--- src/rtl/unidade_controle_rodadas_pkg.sv ---
// Shared state codes for the round-based memory game controller.
// The datapath and the 7-segment debug decoder use the same encoding.
package unidade_controle_rodadas_pkg;

    localparam int unsigned ESTADO_W = 4;

    typedef enum logic [ESTADO_W-1:0] {
        INICIAL        = 4'h0,
        PREPARACAO     = 4'h1,
        INICIA_RODADA  = 4'h2,
        ESPERA_JOGADA  = 4'h3,
        REGISTRA       = 4'h4,
        COMPARACAO     = 4'h5,
        PROXIMA_JOGADA = 4'h6,
        PROXIMA_RODADA = 4'h7,
        FIM_ACERTOS    = 4'hA,
        FIM_TIMEOUT    = 4'hD,
        FIM_ERRO       = 4'hE
    } estado_t;

    // Shown on db_estado while the state register holds an unused code.
    localparam logic [ESTADO_W-1:0] DB_INVALID = 4'hF;

endpackage

--- src/rtl/unidade_controle_rodadas_contador_timeout.sv ---
// Per-move timeout counter: counts while enabled, saturates at TIMEOUT-1.
// Ports:
//   i_clock  - system clock, rising edge
//   i_reset  - asynchronous active-low reset
//   i_clear  - synchronous clear (has priority over enable)
//   i_enable - count one step per cycle
//   o_tc     - high while the count sits at TIMEOUT-1
module contador_timeout #(
    parameter int unsigned TIMEOUT = 5000
) (
    input  logic i_clock,
    input  logic i_reset,
    input  logic i_clear,
    input  logic i_enable,
    output logic o_tc
);

    localparam int unsigned TMR_W = (TIMEOUT > 1) ? $clog2(TIMEOUT) : 1;
    localparam logic [TMR_W-1:0] TMR_MAX = TMR_W'(TIMEOUT - 1);

    logic [TMR_W-1:0] r_tmr;

    // Saturating up-counter so a long wait with timeout disabled never wraps.
    always_ff @(posedge i_clock or negedge i_reset) begin
        if (!i_reset) begin
            r_tmr <= '0;
        end else if (i_clear) begin
            r_tmr <= '0;
        end else if (i_enable && (r_tmr != TMR_MAX)) begin
            r_tmr <= r_tmr + TMR_W'(1);
        end
    end

    assign o_tc = (r_tmr == TMR_MAX);

endmodule

--- src/rtl/unidade_controle_rodadas.sv ---
// Moore control unit for the multi-round memory game. Round r asks the
// player to repeat r+1 moves; drives the datapath address counter (E),
// round counter (L) and move register (R), with an optional move timeout.
// Ports:
//   clock, reset          - rising-edge clock, async active-low reset
//   iniciar               - start / restart request (level)
//   jogada                - one-cycle pulse per player move
//   igual                 - registered move matches stored move at E
//   enderecoIgualRodada   - E == L (last move of the round)
//   fimRodadas            - L is the last round
//   modo_timeout          - 1 enables the move timeout
//   zeraE/contaE          - clear / increment address counter
//   zeraL/contaL          - clear / increment round counter
//   zeraR/registraR       - clear / load move register
//   pronto                - game over (any outcome)
//   ganhou/perdeu/timeout - outcome flags, valid while pronto
//   db_estado             - current state code for debug
module unidade_controle_rodadas
    import unidade_controle_rodadas_pkg::*;
#(
    parameter int unsigned TIMEOUT = 5000
) (
    input  logic                clock,
    input  logic                reset,
    input  logic                iniciar,
    input  logic                jogada,
    input  logic                igual,
    input  logic                enderecoIgualRodada,
    input  logic                fimRodadas,
    input  logic                modo_timeout,
    output logic                zeraE,
    output logic                contaE,
    output logic                zeraL,
    output logic                contaL,
    output logic                zeraR,
    output logic                registraR,
    output logic                pronto,
    output logic                ganhou,
    output logic                perdeu,
    output logic                timeout,
    output logic [ESTADO_W-1:0] db_estado
);

    estado_t r_estado;
    estado_t w_prox;
    logic    w_em_espera;
    logic    w_limpa_tmr;
    logic    w_tc;

    // State register.
    always_ff @(posedge clock or negedge reset) begin
        if (!reset) begin
            r_estado <= INICIAL;
        end else begin
            r_estado <= w_prox;
        end
    end

    assign w_em_espera = (r_estado == ESPERA_JOGADA);
    assign w_limpa_tmr = !w_em_espera;

    // Timer runs only while waiting for a move and restarts for every move.
    contador_timeout #(
        .TIMEOUT (TIMEOUT)
    ) u_contador_timeout (
        .i_clock  (clock),
        .i_reset  (reset),
        .i_clear  (w_limpa_tmr),
        .i_enable (w_em_espera),
        .o_tc     (w_tc)
    );

    // Next-state and Moore output decode.
    always_comb begin
        w_prox    = r_estado;
        zeraE     = 1'b0;
        contaE    = 1'b0;
        zeraL     = 1'b0;
        contaL    = 1'b0;
        zeraR     = 1'b0;
        registraR = 1'b0;
        pronto    = 1'b0;
        ganhou    = 1'b0;
        perdeu    = 1'b0;
        timeout   = 1'b0;
        db_estado = r_estado;

        case (r_estado)
            INICIAL: begin
                zeraE = 1'b1;
                zeraL = 1'b1;
                zeraR = 1'b1;
                if (iniciar) w_prox = PREPARACAO;
            end
            PREPARACAO: begin
                zeraE  = 1'b1;
                zeraL  = 1'b1;
                zeraR  = 1'b1;
                w_prox = INICIA_RODADA;
            end
            INICIA_RODADA: begin
                zeraE  = 1'b1;
                w_prox = ESPERA_JOGADA;
            end
            ESPERA_JOGADA: begin
                // A move arriving on the expiry cycle still counts.
                if (jogada) begin
                    w_prox = REGISTRA;
                end else if (modo_timeout && w_tc) begin
                    w_prox = FIM_TIMEOUT;
                end
            end
            REGISTRA: begin
                registraR = 1'b1;
                w_prox    = COMPARACAO;
            end
            COMPARACAO: begin
                if (!igual) begin
                    w_prox = FIM_ERRO;
                end else if (!enderecoIgualRodada) begin
                    w_prox = PROXIMA_JOGADA;
                end else if (fimRodadas) begin
                    w_prox = FIM_ACERTOS;
                end else begin
                    w_prox = PROXIMA_RODADA;
                end
            end
            PROXIMA_JOGADA: begin
                contaE = 1'b1;
                w_prox = ESPERA_JOGADA;
            end
            PROXIMA_RODADA: begin
                contaL = 1'b1;
                w_prox = INICIA_RODADA;
            end
            FIM_ACERTOS: begin
                pronto = 1'b1;
                ganhou = 1'b1;
                if (iniciar) w_prox = PREPARACAO;
            end
            FIM_TIMEOUT: begin
                pronto  = 1'b1;
                timeout = 1'b1;
                if (iniciar) w_prox = PREPARACAO;
            end
            FIM_ERRO: begin
                pronto = 1'b1;
                perdeu = 1'b1;
                if (iniciar) w_prox = PREPARACAO;
            end
            default: begin
                w_prox    = INICIAL;
                db_estado = DB_INVALID;
            end
        endcase
    end

endmodule

--- config.mk ---
export PLATFORM = sky130hd
export DESIGN_NAME = unidade_controle_rodadas
export DESIGN_NICKNAME = d
export VERILOG_FILES = /design/src/rtl/unidade_controle_rodadas_pkg.sv /design/src/rtl/unidade_controle_rodadas_contador_timeout.sv /design/src/rtl/unidade_controle_rodadas.sv
export SDC_FILE = /design/constraint.sdc
export NUM_CORES = 1
export LEC_CHECK = 0
export BUFFER_PORTS_ARGS = -buffer_cell sky130_fd_sc_hd__buf_2
export CAP_MARGIN = 15
export CORE_MARGIN = 5
export CORE_UTILIZATION = 57
export DETAILED_ROUTE_END_ITERATION = 6
export PLACE_DENSITY_LB_ADDON = 0.12
export SLEW_MARGIN = 20
export SYNTH_ARGS = -nofsm -noshare
export SYNTH_HDL_FRONTEND = slang
export SYNTH_SLANG_ARGS = --single-unit
export TNS_END_PERCENT = 100
--- constraint.sdc ---
create_clock -name clock -period 3.6 [get_ports clock]
set_input_delay 0 -clock clock [delete_from_list [all_inputs] [get_ports clock]]
set_output_delay 0 -clock clock [all_outputs]
set_load 0.005 [all_outputs]
# ---- Word-level counts from Yosys, hierarchy flattened
# Cells that the tools add are included.
dict set report word_totals {
  register_bits 17
}
dict set report classes {
  reduce_logical 11
  addsub 1
  mux 19
  eq_ne 15
}
# op count
set ops {}
lappend ops {{4-bit two-way mux} 7}
lappend ops {{13-bit two-way mux} 2}
lappend ops {{4-bit one-hot mux with 6 select lines} 1}
lappend ops {{4-bit by 3-bit == test with 1-bit output (second input constant)} 4}
lappend ops {{13-bit by 1-bit adder with 13-bit output (second input constant)} 1}
lappend ops {{13-bit == test (second input constant)} 1}
lappend ops {{13-bit != test (second input constant)} 1}
lappend ops {{4-bit == test (second input constant)} 3}
lappend ops {{11-bit OR reduction} 1}
lappend ops {{1-bit two-way mux} 9}
lappend ops {{4-bit by 2-bit == test with 1-bit output (second input constant)} 2}
lappend ops {{2-bit OR reduction} 3}
lappend ops {{3-bit OR reduction} 2}
lappend ops {{4-bit by 1-bit == test with 1-bit output (second input constant)} 1}
lappend ops {{4-bit zero test} 1}
lappend ops {{4-bit OR reduction} 1}
lappend ops {{3-bit != test (second input constant)} 1}
lappend ops {{1-bit logical AND} 2}
lappend ops {{2-bit by 1-bit != test with 1-bit output (second input constant)} 1}
lappend ops {{2-bit != test (second input constant)} 1}
lappend ops {{2-bit AND reduction} 1}

# ---- Longest topological paths before layout
# Gate-level depths: netlist (run 1).
dict set report depth {
  ltp_word 5
  mapped_depth 5
  mapped_depth_nobuf 5
}

# ---- Cells and area by module
# From an unflattened synthesis (run 1), not the netlist that was laid out.
dict set report unflattened {
  hier_cells 133
  hier_area_um2 1157.4
}
# mod cells_each n_inst seq_area_each_um2 area_per_inst_um2
set by_module_without_submodules {}
lappend by_module_without_submodules {contador_timeout 71 1 325.3 724.4}
lappend by_module_without_submodules {unidade_controle_rodadas 62 1 100.1 432.9}

# ---- Worst setup path before layout (run 1)
# Ideal clock, no wire load.
dict set report synth_path {
  path_type {register to register}
  startpoint {register u_contador_timeout.r_tmr[10]}
  endpoint {register u_contador_timeout.r_tmr[0]}
  path_stages_with_launch 5
  setup_slack_ns 1.846
  arrival_ns 1.622
  required_ns 3.468
  cell_sequence {dfrtp_1 > or4b_4 > or4_4 > xnor2_1 > nor2_1}
}
dict set report synth_via {
  elab_chain_cells 3
}
# item line_no
set synth_rtl {}
lappend synth_rtl {{start: declaration} unidade_controle_rodadas_contador_timeout.sv:21} ;# logic [TMR_W-1:0] r_tmr;
lappend synth_rtl {{start signal: assignment} unidade_controle_rodadas_contador_timeout.sv:30} ;# r_tmr <= r_tmr + TMR_W'(1);
lappend synth_rtl {{13-bit != test} unidade_controle_rodadas_contador_timeout.sv:29} ;# end else if (i_enable && (r_tmr != TMR_MAX)) begin
lappend synth_rtl {{1-bit logical AND} unidade_controle_rodadas_contador_timeout.sv:29}
lappend synth_rtl {{2-bit != test (no source line)} --}
# Every way passes these cells.
# A chain may end at the register's enable or synchronous reset.

# ---- Worst setup path after layout (run 1)
dict set report layout_path {
  startpoint {register r_estado[1]}
  endpoint {register r_estado[3]}
}
dict set report layout_via {
  elab_chain_cells 4
}
# item line_no
set layout_rtl {}
lappend layout_rtl {{start: declaration} unidade_controle_rodadas.sv:44} ;# estado_t r_estado;
lappend layout_rtl {{start signal: assignment} unidade_controle_rodadas.sv:55} ;# r_estado <= w_prox;
lappend layout_rtl {{4-bit == test or 4-bit zero test (tied branches)} unidade_controle_rodadas.sv:88} ;# case (r_estado)
lappend layout_rtl {{4-bit OR reduction (no source line)} --}
lappend layout_rtl {{2-bit by 1-bit != test with 1-bit output (no source line)} --}
lappend layout_rtl {{2-bit AND reduction (no source line)} --}
# Several ways; a longest one is shown, not always the timed one.

==> metrics, run 1 <==
Std-Cell Core Area roughly 1700 um^2; Initial Util 0.605; CP Launch Point r_estado[1]; Remaining DRCs 0; Max Cap Viol 0; number of distinct library cells after synthesis 34; Nets about 150; Clock Latency Late Sink 300 ps; Post-DRT Antenna Nets 0; Power Total 0.680 mW; top-area cell type share of the netlist area 0.403; Routed WL roughly 2.3 mm; Slew @ Worst Pin between 500 and 600 ps; post-CTS setup buffers 0; Worst Path Arrival just over 2000 ps; Post-synth top flop dfrtp_1; Cell Area, Synth 1060 um^2; synthesized area per cell 8.25 um^2; Reg2Reg Depth 4; Setup Crit Path Kind register to register; final period utilization 0.529; Synth area leaders dfrtp_1 40%, nor2_1 6.0%, nand2_1 5.0%, xnor2_1 5.0%, a21oi_1 3.8%; Post-DP HPWL about 1.7 mm; Final min period around 1900 ps; Fin Clk Skew about 12 ps; Post-Place Cells 164; die width 53.0 um; Slew headroom 0.654; via count 953; Hold Path Stages 3; Layout area overhead 12.6%; Post-synth EDFFs 0; RSZ-0062 raised after global routing no; root buf cell clkbuf_4; Hold WC Path Type primary input to register; GRT overflow 0; Worst setup EP type register; maximum fanout along the worst path 15; status completed; #FFs+latches synth 17; row cnt 15; reg2reg start r_estado[1]; worst endpoint required time around 3800 ps; Clock Path Buffers 2; DRT iter0 DRCs 24; Startpoint Class register; synth cell count leaders 17 x dfrtp_1, 17 x nor2_1, 14 x nand2_1, 9 x clkbuf_1, 8 x a21oi_1; leak pwr between 0.5 and 0.6 nW; Slew Limit Fails 0; setup TNS 0 ps; clk slew on worst S/H paths around 100 ps; Port-buffer cells 21; I/O pin cnt 22; average wire per standard cell around 14 um; fmax about 520 MHz; CTS H-Tree Depth 1; async set-reset flop share out of synthesis 1.00; syn nets approximately 140; # clock sinks 17; largest area contributor in the netlist dfrtp_1; cts bufs inserted 3; largest net degree at the start of global routing 19; first-pass GRT wire length between 4 and 5 mm; Hold Violations, Final 0; Power Density ~570 nW/um^2; drt first pass iters 4; vias in the first global route roughly 900; vias per cell 5.64; TritonCTS clock tree built; endpoints failing setup 0; share of cells above drive strength 1 0.201; Fillers 151; cells after synthesis 128; hold_sp jogada; VDD IR-drop max 424 uV; Final Instance Count excl. Fillers 169; die area between 2000 and 3000 um^2; gpl congestion around 0.8; initial antenna violation count 0; Ant. Diodes 0; Die Y around 53 um; sequential fraction of the synthesis area 0.403; yosys warns 0; overall routing resource usage 0.199
-- worst max-delay path: stages (launching register included) --
cell	delay, ps
dfrtp_1	600
nand2_1	140
or3_1	570
a311oi_1	340
o41ai_1	110
-- kinds of logic (layout without fill, tap and decap cells) --
| family | count (synthesis) | after routing | share of synthesized area |
|---|---|---|---|
| adder cells (fa/ha/maj) | 1 | 1 | 0.0118 |
| AND/OR/NAND/NOR | 63 | 63 | 0.310 |
| AO/OA/AOI/OAI | 24 | 24 | 0.147 |
| buffers and inverters | 14 | 30 | 0.0533 |
| XOR/XNOR | 9 | 9 | 0.0746 |
| flip-flops | 17 | 17 | 0.403 |
-- layout by cell type (no fill, tap or decap), types with 2 or more instances in the layout --
cell / synthesis / routed
xnor2_1: 6 / 6
nor2_1: 17 / 17
nand3_1: 3 / 3
nand2_1: 14 / 14
buf_2: 0 / 21
a21oi_1: 8 / 8
xor2_1: 3 / 3
dfrtp_1: 17 / 17
or3_1: 4 / 4
a31oi_1: 2 / 2
o21ai_0: 5 / 5
a21o_1: 2 / 2
nand4_1: 4 / 4
and2_1: 3 / 3
nand2b_1: 3 / 3
clkbuf_4: 0 / 3
nor3_1: 7 / 7
inv_1: 4 / 4
-- where the power goes --
| part | leakage (nW) | switching (mW) | internal, mW |
|---|---|---|---|
| sequential | 0.230 | 0.0822 | 0.219 |
| clock | 0.0177 | 0.0586 | 0.0414 |
| combinational | 0.270 | 0.153 | 0.126 |
-- per-stage QoR --
step | worst slack [ps] | util | instance area (um^2) | hold WS, ps
floorplan | 1850 | - | 1060 | -296
global placement | 1800 | 0.659 | 1150 | -66.6
detailed placement | 1750 | 0.659 | 1150 | -64.7
CTS | 1710 | 0.681 | 1190 | 23.8
global route | 1560 | 0.681 | 1190 | 42.7
finish | 1700 | 0.681 | 1190 | 25.7
-- registers in the layout, indices dropped and copies added (netlist names) --
signal                    cells
u_contador_timeout.r_tmr     13
r_estado                      4
-- layout make-up --
type,instances,area (um^2),area share
Clock inverter,1,5.00,0.00421
Inverter,4,15.0,0.0126
Multi-Input combinational cell,97,574,0.483
Sequential cell,17,425,0.358
Clock buffer,3,22.5,0.0189
Tap cell,25,31.3,0.0263
Timing Repair Buffer,22,115,0.0968
-- routing by layer --
| layer | part of all wire | vias to the layer above | GRT usage |
|---|---|---|---|
| li1 | - | 481 | - |
| met1 | 0.50 | 445 | 0.274 |
| met2 | 0.44 | 25 | 0.306 |
| met3 | 0.060 | 2 | 0.0648 |
| met4 | 0.0043 | 0 | 0.0340 |
| met5 | 0 | - | 0 |
-- repair_timing --
action | CTS | global route
gates resized for setup | 0 | 0
hold buffers | 1 | 0
endpoints found under the hold margin | 17 | 0
-- worst paths after layout --
path                                           endpoint  slack (ps)
max                                         r_estado[3]        1700
min                                         r_estado[0]          30
max reg2reg                                 r_estado[3]        1700
min reg2reg                u_contador_timeout.r_tmr[12]         560
max in group asynchronous  u_contador_timeout.r_tmr[11]        3180
min in group asynchronous                   r_estado[1]         140
Power figures use the tool's default switching activity.
==> inputs of run 2 (changes only) <==
CORE_UTILIZATION = 53   (was 57)
clock period = 1.8 ns   (was 3.6 ns; I/O delays follow)
==> run 2 against run 1 <==
  * Hold slack improved by 14 ps
  * Flip-flop and latch count is the same
  * Cell count increased by 6.5%
  * Register-to-register slack lost 1600 ps
  * Highest routed layer unchanged
  * Total power grew 120%
  * Clock power up 100%
  * Worst setup slack worse by 1600 ps
  * Via count grew 8.1%
==> metrics, run 2 (synthesis gave the netlist of run 1 again) <==
die area ~3000 um^2; Slew headroom 0.740; TritonCTS clock tree built; gpl congestion roughly 0.8; worst endpoint required time 2010 ps; FF-to-FF setup slack 80 ps; clk slew on worst S/H paths 100 ps; Worst setup EP type register; critical path cell sequence or4b_4 -> or4_4 -> a211oi_2; Clock Latency Late Sink between 200 and 300 ps; Power Density 1160 nW/um^2; cell family with most CP delay simple AND/OR/NAND/NOR gates; Die Y about 55 um; most frequent cells in the layout 21 x buf_2, 17 x nor2_1, 17 x dfrtp_1; # clock sinks 17; vias per cell between 5 and 6; Post-Place Cells 175; Nets around 160; CP max stage cell or4b_4; Most flops, register u_contador_timeout.r_tmr; final period utilization 0.956; reg2reg start u_contador_timeout.r_tmr[10]; Final min period 1720 ps; Post-DRT Antenna Nets 0; Worst Path Arrival between 1500 and 2000 ps; initial antenna violation count 0; Post-DP HPWL approximately 2.0 mm; multi-input logic area between 500 and 600 um^2; via count slightly above 1k; VDD IR-drop max between 800 and 900 uV; endpoints failing setup 0; leak pwr ~0.56 nW; CP Launch Point u_contador_timeout.r_tmr[10]; average wire per standard cell between 10 and 15 um; first-pass GRT wire length between 4 and 5 mm; I/O pin cnt 22; Ant. Diodes 0; Setup Crit Path Kind register to register; commonest non-fill, non-tap cell in the layout buf_2; Slew @ Worst Pin 390 ps; Startpoint Class register; maximum fanout along the worst path 4; row cnt 16; Remaining DRCs 0; Layout area overhead 20.0%; Hold Violations, Final 0; Std-Cell Core Area around 1900 um^2; Final Instance Count excl. Fillers 180; die width ~55 um; CP bufs+invs 0; cts bufs inserted 3; drt first pass iters 4; Routed WL 2.61 mm; max FFs per register 13; Initial Util 0.549; DRT iter0 DRCs 28; biggest regs u_contador_timeout.r_tmr: 13 flops, r_estado: 4 flops; hold_sp jogada; root buf cell clkbuf_4; vias in the first global route approximately 940; Port-buffer cells 21; status completed; worst stage delay on the critical path 550 ps; Hold WC Path Type primary input to register; post-CTS setup buffers 0; share of cells above drive strength 1 0.248; Fillers about 180; Power Total between 1 and 1.5 mW; GRT overflow 0; Fin Hold WS ~39 ps; Fin Clk Skew roughly 6.8 ps; Slew Limit Fails 0; overall routing resource usage 0.204; flip-flop and latch area roughly 430 um^2; RSZ-0062 raised after global routing yes; largest net degree at the start of global routing 18; Max Cap Viol 0; CTS H-Tree Depth 1; fmax between 500 and 600 MHz; Clock Path Buffers 2
## run 2: cell types whose count changed in the layout (fill, tap and decap cells not counted)
cell	delta
nor4_4	+1
buf_4	+9
nor4_2	-1
## run 2: path summary, 6_finish.rpt
path,endpoint,cells after the start
hold reg to reg,u_contador_timeout.r_tmr[12],2
hold / removal,r_estado[2],3
max in group asynchronous,u_contador_timeout.r_tmr[4],2
min in group asynchronous,u_contador_timeout.r_tmr[2],2
setup / recovery,u_contador_timeout.r_tmr[2],3
setup reg to reg,u_contador_timeout.r_tmr[2],3
## run 2: area by class of cell
class	instances	area share
multi-input cells	97	0.460
flip-flops and latches	17	0.336
repair buffers	31	0.144
well taps	27	0.0267
clock buffers	3	0.0178
inverters	4	0.0118
clock inverters	1	0.00395
## run 2: routing by layer
layer / GRT usage / part of all wire / vias to the layer above
met3: 0.0327 / 0.073 / 4
met2: 0.315 / 0.45 / 46
met4: 0.0747 / 0.014 / 0
li1: - / - / 498
met5: 0 / 0 / -
met1: 0.285 / 0.46 / 482
## run 2: tightest hold or removal path, cell delays in order
cell	delay, ps
buf_2	110
a31oi_1	60
o21ai_0	130
## run 2: stage by stage
step / utilization / worst slack, ps / cell area, um^2 / TNS (ps)
final: 0.660 / 79.3 / 1270 / 0
after global placement: 0.635 / 64.7 / 1220 / 0
after CTS: 0.655 / 0.354 / 1260 / 0
after detailed placement: 0.635 / 36.7 / 1220 / 0
after floorplan: - / 46.2 / 1060 / 0
after global routing: 0.660 / -7.09 / 1270 / -7.09
## run 2: timing repair
item,CTS,global route
resized for setup,0,1
hold buffers,1,0
setup endpoints to repair,0,4
hold endpoints to repair,17,0
## run 2: power by group
group / leakage (nW) / internal, mW / switching (mW)
clock network: 0.0177 / 0.0826 / 0.122
registers: 0.230 / 0.440 / 0.0602
logic: 0.317 / 0.325 / 0.444
